===== src/rtl/seq_divider.sv =====
// seq_divider: multi-cycle unsigned restoring divider, one quotient bit per clock
module seq_divider #(
  parameter int WIDTH = 16
) (
  input  logic             Clk,
  input  logic             Reset_n,
  input  logic             Start,
  input  logic [WIDTH-1:0] Dividend,
  input  logic [WIDTH-1:0] Divisor,
  output logic             Busy,
  output logic             Done,
  output logic [WIDTH-1:0] Quotient,
  output logic [WIDTH-1:0] Remainder,
  output logic             DivByZero
);
  localparam int CW = $clog2(WIDTH);
  typedef enum logic [1:0] {IDLE, RUN, DONE} state_t;
  state_t state_q, state_d;
  logic [WIDTH-1:0] q_q, q_d, r_q, r_d, d_q, d_d, r_sh;
  logic [CW-1:0] cnt_q, cnt_d;
  logic dbz_q, dbz_d;
  logic [WIDTH:0] trial;
  assign Busy = state_q != IDLE;
  assign Done = state_q == DONE;
  assign Quotient = q_q;
  assign Remainder = r_q;
  assign DivByZero = dbz_q;
  // next-state: capture on Start in IDLE, one restoring step per RUN cycle
  always_comb begin
    state_d = state_q;
    q_d = q_q;
    r_d = r_q;
    d_d = d_q;
    cnt_d = cnt_q;
    dbz_d = dbz_q;
    r_sh = {r_q[WIDTH-2:0], q_q[WIDTH-1]};
    trial = {1'b0, r_sh} - {1'b0, d_q};
    case (state_q)
      IDLE: if (Start) begin
        d_d = Divisor;
        cnt_d = '0;
        dbz_d = Divisor == '0;
        q_d = Divisor == '0 ? '1 : Dividend;
        r_d = Divisor == '0 ? Dividend : '0;
        state_d = Divisor == '0 ? DONE : RUN;
      end
      RUN: begin
        r_d = trial[WIDTH] ? r_sh : trial[WIDTH-1:0];
        q_d = {q_q[WIDTH-2:0], ~trial[WIDTH]};
        cnt_d = cnt_q + 1'b1;
        state_d = cnt_q == CW'(WIDTH - 1) ? DONE : RUN;
      end
      default: state_d = IDLE;
    endcase
  end
  // state register with synchronous active-low clear of everything
  always_ff @(posedge Clk) begin
    if (!Reset_n) begin
      state_q <= IDLE;
      q_q <= '0;
      r_q <= '0;
      d_q <= '0;
      cnt_q <= '0;
      dbz_q <= 1'b0;
    end else begin
      state_q <= state_d;
      q_q <= q_d;
      r_q <= r_d;
      d_q <= d_d;
      cnt_q <= cnt_d;
      dbz_q <= dbz_d;
    end
  end
endmodule


===== config.mk =====
export PLATFORM = sky130hd
export DESIGN_NAME = seq_divider
export DESIGN_NICKNAME = d
export VERILOG_FILES = /design/src/rtl/seq_divider.sv
export SDC_FILE = /design/constraint.sdc
export NUM_CORES = 1
export LEC_CHECK = 0
export ABC_CLOCK_PERIOD_IN_PS = 7800
export BUFFER_PORTS_ARGS = -buffer_cell sky130_fd_sc_hd__buf_2
export CAP_MARGIN = 20
export CORE_ASPECT_RATIO = 1.25
export CORE_MARGIN = 5
export CORE_UTILIZATION = 54
export CTS_CLUSTER_DIAMETER = 50
export CTS_CLUSTER_SIZE = 24
export DETAILED_ROUTE_END_ITERATION = 6
export GPL_TIMING_DRIVEN = 0
export PLACE_DENSITY = 0.79
export RECOVER_POWER = 25
export SKIP_LAST_GASP = 1
export SYNTH_ARGS = -nofsm -noshare
export SYNTH_HDL_FRONTEND = slang
export SYNTH_SLANG_ARGS = --single-unit
export TNS_END_PERCENT = 50

===== constraint.sdc =====
create_clock -name Clk -period 7.8 [get_ports Clk]
set_clock_uncertainty 0.15 [all_clocks]
set_input_delay 0 -clock Clk [delete_from_list [all_inputs] [get_ports Clk]]
set_output_delay 0 -clock Clk [all_outputs]
set_load 0.005 [all_outputs]

==> results of run 1 <==
routing by layer:
metal / track usage (%) / share of wire (%) / up-vias / routed length (microns)
li1: - / - / 1810 / -
met1: 32.0 / 39 / 1697 / 4140
met2: 48.7 / 50 / 146 / 5320
met3: 3.47 / 6.0 / 36 / 635
met4: 11.7 / 4.3 / 0 / 455
met5: 0 / 0 / - / 0
final cells by class:
type                    instances  area share, %
inverters                      21           1.84
multi-input cells             343           48.9
clock buffers                   5           1.60
flip-flops and latches         55           25.6
well taps                      85           2.48
clock inverters                 3           1.11
plain buffers                  25           2.39
repair buffers                104           16.1
final timing paths:
| path | from | endpoint | slack, ns |
|---|---|---|---|
| worst max-delay path | Quotient[15]$_SDFFE_PN0P_ | Remainder[13]$_SDFFE_PN0P_ | 4.31 |
| worst min-delay path | d_q[11]$_SDFFE_PN0P_ | d_q[11]$_SDFFE_PN0P_ | 0.32 |
| worst max register to register | Quotient[15]$_SDFFE_PN0P_ | Remainder[13]$_SDFFE_PN0P_ | 4.31 |
| worst min register to register | d_q[11]$_SDFFE_PN0P_ | d_q[11]$_SDFFE_PN0P_ | 0.32 |
what timing repair did:
item / in CTS / in global routing
hold buffers: 35 / 0
hold endpoints to repair: 49 / 0
endpoints found under the setup margin: 0 / 0
cells in the final DEF, fill, tap and decap left out, types with 11 or more instances in the layout:
| cell type | instances |
|---|---|
| a21oi_1 | 28 |
| clkbuf_1 | 26 |
| nor2_1 | 33 |
| ha_1 | 17 |
| dlygate4sd3_1 | 35 |
| o21a_1 | 19 |
| buf_2 | 64 |
| a31oi_1 | 18 |
| inv_1 | 21 |
| nand3_1 | 11 |
| dfxtp_1 | 55 |
| a21boi_0 | 17 |
| nand2_1 | 73 |
| o21ai_0 | 25 |
state kept, by name, indices dropped and copies added (netlist names):
register	flops
d_q	16
DivByZero	1
Remainder	16
cnt_q	4
state_q	2
Quotient	16
kinds of logic (layout without fill, tap and decap cells):
group / Yosys count / in the layout / synth area share [%]
AOI/OAI and AO/OA: 151 / 151 / 30.1
xor gates and xnor gates: 8 / 8 / 2.07
adders and majority gates: 18 / 18 / 6.88
buffers and inverters: 46 / 158 / 5.37
DFF: 55 / 55 / 32.6
and+or+nand+nor: 166 / 166 / 23.1
through the flow:
step           utilization (%)  setup WS [ns]  area, sq um  hold slack (ns)  power [mW]
2_1_floorplan                -           5.17         3380         -0.00508       0.524
6_report                  70.1           4.31         4290            0.320       0.824
5_1_grt                   70.1           4.23         4290            0.335       0.868
4_1_cts                   70.2           4.35         4300            0.322       0.818
3_5_place_dp              62.6           4.86         3830            0.124       0.606
3_3_place_gp              62.6           4.84         3830            0.114       0.602
report_power, final:
part           leakage, nW  total [mW]  internal [mW]  switching [mW]
logic                 1.29       0.294          0.127           0.167
clock network       0.0587       0.205         0.0977           0.108
registers            0.452       0.325          0.304          0.0212
critical path, cell delays in order, from the launching register on:
cell and delay (ns):
dfxtp_1 0.43, inv_1 0.07, ha_1 0.22, fa_1 0.38
nand2b_1 0.19, a21o_1 0.25, a2111oi_4 0.39, o21a_2 0.24
or4b_1 0.45, o211ai_1 0.11, dlygate4sd3_1 0.57
==> flow_summary_export.csv, run 1 <==
group,metric,value,unit
outcome,status,"finished clean",
hold_path,holdCritPathClass,"reg2reg",
clocking,root_buffer,"clkbuf_8",
floorplan,rows,32,
yosys,yosysTopAreaCell,"dfxtp_1",
critical_path,worstSetupEndpointType,"flop",
yosys,ys_types,50,
route,drtIter0Drc,308,
yosys,ys_top_cells_by_area,"dfxtp_1 (33%), nand2_1 (8.1%), ha_1 (6.3%)",
route,firstDrtPassIters,5,
yosys,netlist_area,3380,sq um
route,vias_per_cell,5.76,
sta,drv_slew,0,
clocking,clock-sinks,55,
layout,drive_above_1_share,15.1,%
floorplan,num_io_pins,70,
power_and_ir_drop,vdd_ir_drop_max,0.112,mV
sta,setup_viol,0,
layout,nFillCells,541,
layout,stdcell_count,641,
yosys,synth_top_area_share,32.6,%
yosys,ys_seq_area_share,32.6,%
clocking,post_cts_buffers,0,
yosys,synth_top_flop_cell,"dfxtp_1",
yosys,synthTopCellsByCount,"nand2_1 (73), dfxtp_1 (55), nor2_1 (33)",
floorplan,die_width,80.8,microns
sta,rsz0062_at_grt,"no",
sta,finalHoldViolations,0,
clocking,cts_tree,"built",
power_and_ir_drop,p_leak,1.80,nW
critical_path,crit_type,"reg2reg",
clocking,clk_latency,0.32,ns
global_routing,grt_pass1_wl,17200,microns
clocking,clkTransAtPathRegs,0.12,ns
yosys,synthCells,444,
critical_path,worstSetupStartpointType,"flop",
floorplan,fp.dieH,98.5,microns
route,remaining_drc_errors,0,
placed_design,dp.cells,598,
yosys,synth_edf_count,0,
placed_design,place_congestion,0.873,
layout,multi_input_area,2100,sq um
yosys,async_flop_share,0,%
clocking,cts_resized,0,
critical_path,cp.required,7.92,ns
clocking,cts_max_path_buffers,2,
yosys,yosysWarningCount,0,
yosys,synth_most_common_cell,"nand2_1",
yosys,synth_area_per_cell,7.61,sq um
critical_path,crit_arrival,3.60,ns
route,drt-total-wl,10600,microns
layout,antenna_cells,0,
clocking,cts_buffers,5,
sta,tns,0,ns
global_routing,antenna_found_initial,0,
sta,timing.final.crit_period,3.49,ns
global_routing,grt_pass1_vias,3644,
layout,area_growth,27.0,%
hold_path,whs_path_depth,2,
global_routing,overflow,0,
sta,clock.fmax,287,MHz
route,wl_per_cell,16.5,microns
yosys,ys_ff_latch,55,
floorplan,initial_core_util,55.2,%
placed_design,dpl.hpwl,7680,microns
sta,post-route-period-util,44.7,%
critical_path,reg2regPathDepth,10,
route,vias,3689,
floorplan,coreArea,6130,sq um
flow_run,max-cap-violations,0,
power_and_ir_drop,cellPowerDensity,192,nW/um^2
sta,tightest_slew,0.550,ns
sta,max_slew_margin,63.3,%
layout,fin_nets,608,
critical_path,crit_fanout,5,
global_routing,grt_max_degree,19,
floorplan,fp.dieArea,7950,sq um
clocking,h-tree-depth,2,
route,antenna_left,0,
global_routing,grt_usage,27.3,%
yosys,synth_fp_nets,497,
layout,final-seq-area,1100,sq um
placed_design,port_buffers,69,
Power figures use the tool's default switching activity.
==> run 2: changes to the inputs <==
--- a/config.mk
+++ b/config.mk
@@ -5,7 +5,7 @@
 export SDC_FILE = /design/constraint.sdc
 export NUM_CORES = 1
 export LEC_CHECK = 0
-export ABC_CLOCK_PERIOD_IN_PS = 7800
+export ABC_CLOCK_PERIOD_IN_PS = 3300
 export BUFFER_PORTS_ARGS = -buffer_cell sky130_fd_sc_hd__buf_2
 export CAP_MARGIN = 20
 export CORE_ASPECT_RATIO = 1.25
==> constraint.sdc (replaced) <==
create_clock -name Clk -period 3.3 [get_ports Clk]
set_clock_uncertainty 0.15 [all_clocks]
set_input_delay 0 -clock Clk [delete_from_list [all_inputs] [get_ports Clk]]
set_output_delay 0 -clock Clk [all_outputs]
set_load 0.005 [all_outputs]
==> flow_summary_export.csv, run 2 (synthesis results as in run 1) <==
group,metric,value,unit
sta,finalHoldViolations,0,
clocking,clock-sinks,55,
sta,max_slew_margin,63.6,%
power_and_ir_drop,vdd_ir_drop_max,0.265,mV
route,drtIter0Drc,345,
clocking,cts_tree,"built",
power_and_ir_drop,cellPowerDensity,456,nW/um^2
flow_run,max-cap-violations,0,
clocking,cts_max_path_buffers,2,
placed_design,dpl.hpwl,7680,microns
clocking,h-tree-depth,2,
sta,post-route-period-util,90.6,%
clocking,root_buffer,"clkbuf_8",
hold_path,holdCritPathClass,"reg2reg",
outcome,status,"finished clean",
route,wl_per_cell,16.6,microns
sta,timing.final.crit_period,2.99,ns
route,drt-total-wl,10600,microns
placed_design,place_congestion,0.873,
sta,tns,0,ns
route,vias,3728,
critical_path,worstSetupStartpointType,"flop",
critical_path,worstSetupEndpointType,"flop",
layout,final-seq-area,1100,sq um
layout,layout_commonest_cell,"nand2_1",
layout,utilization,69.9,%
clocking,cts_buffers,5,
layout,antenna_cells,0,
global_routing,grt_pass1_vias,3641,
power_and_ir_drop,p_leak,1.80,nW
floorplan,initial_core_util,55.2,%
sta,tightest_slew,0.546,ns
layout,nFillCells,542,
route,remaining_drc_errors,0,
layout,drive_above_1_share,15.1,%
floorplan,num_io_pins,70,
layout,area_growth,26.7,%
layout,fin_nets,607,
floorplan,coreArea,6130,sq um
global_routing,grt_max_degree,19,
sta,clock.fmax,334,MHz
clocking,post_cts_buffers,0,
placed_design,port_buffers,69,
sta,setup_viol,0,
route,vias_per_cell,5.83,
global_routing,grt_usage,27.2,%
layout,multi_input_area,2100,sq um
global_routing,grt_pass1_wl,17200,microns
floorplan,fp.dieH,98.5,microns
floorplan,die_width,80.8,microns
critical_path,crit_type,"reg2reg",
global_routing,overflow,0,
floorplan,rows,32,
clocking,clk_latency,0.33,ns
critical_path,crit_arrival,3.05,ns
global_routing,antenna_found_initial,0,
floorplan,fp.dieArea,7950,sq um
clocking,clkTransAtPathRegs,0.12,ns
route,antenna_left,0,
layout,final_cell_mix,"nand2_1 (73), buf_2 (64), dfxtp_1 (55)",
sta,drv_slew,0,
sta,rsz0062_at_grt,"no",
route,firstDrtPassIters,5,
critical_path,cp.required,3.36,ns
critical_path,crit_fanout,10,
==> run 2: cell count changes in the layout (fill, tap and decap cells not counted), sizes merged <==
cell and delta:
dlygate4sd3 -1
==> run 2: routing by layer <==
metal / global-route usage [%] / vias up / routed length [microns]
met5: 0 / - / 0
met4: 11.7 / 0 / 403
met3: 3.47 / 32 / 678
met2: 48.7 / 158 / 5370
met1: 32.0 / 1733 / 4190
li1: - / 1805 / -
==> run 2: worst max-delay path, stage by stage (launching register included) <==
cell and delay, ns:
dfxtp_1 0.44, inv_1 0.07, ha_1 0.22, fa_1 0.37
nand2b_1 0.19, a21o_1 0.25, a2111oi_4 0.39, nor3_2 0.16
buf_4 0.21, a221oi_1 0.32, a21oi_1 0.11
==> run 2: cell type report <==
cell class | instances | share of cell area, %
buffer | 25 | 2.40
clock buffer | 5 | 1.61
clock inverter | 3 | 1.11
inverter | 21 | 1.84
multi-input combinational | 343 | 49.0
sequential | 55 | 25.7
tap | 85 | 2.48
timing repair buffer | 103 | 15.9
==> run 2: final timing paths <==
check | start | endpoint | slack (ns) | depth (start not counted)
worst min register to register | d_q[11]$_SDFFE_PN0P_ | d_q[11]$_SDFFE_PN0P_ | 0.32 | 2
worst max-delay path | Quotient[15]$_SDFFE_PN0P_ | Remainder[1]$_SDFFE_PN0P_ | 0.31 | 10
worst max register to register | Quotient[15]$_SDFFE_PN0P_ | Remainder[1]$_SDFFE_PN0P_ | 0.31 | 10
worst min-delay path | d_q[11]$_SDFFE_PN0P_ | d_q[11]$_SDFFE_PN0P_ | 0.32 | 2
==> run 2: timing repair <==
action,CTS,global route
endpoints found under the hold margin,49,0
gates resized for setup,0,0
hold buffers,34,0
==> run 2: stage by stage <==
stage,cells,total power [mW],worst slack [ns],hold slack (ns),cell area (sq um)
final,640,1.95,0.309,0.319,4280
after global routing,640,2.05,0.184,0.335,4280
after CTS,640,1.93,0.322,0.322,4290
after detailed placement,598,1.43,0.363,0.124,3830
after global placement,598,1.42,0.344,0.114,3830
after floorplan,444,1.24,0.673,-0.00508,3380
==> run 2: report_power, final <==
part           switching, mW  internal (mW)
Sequential            0.0504          0.718
Combinational          0.396          0.298
Clock                  0.259          0.231
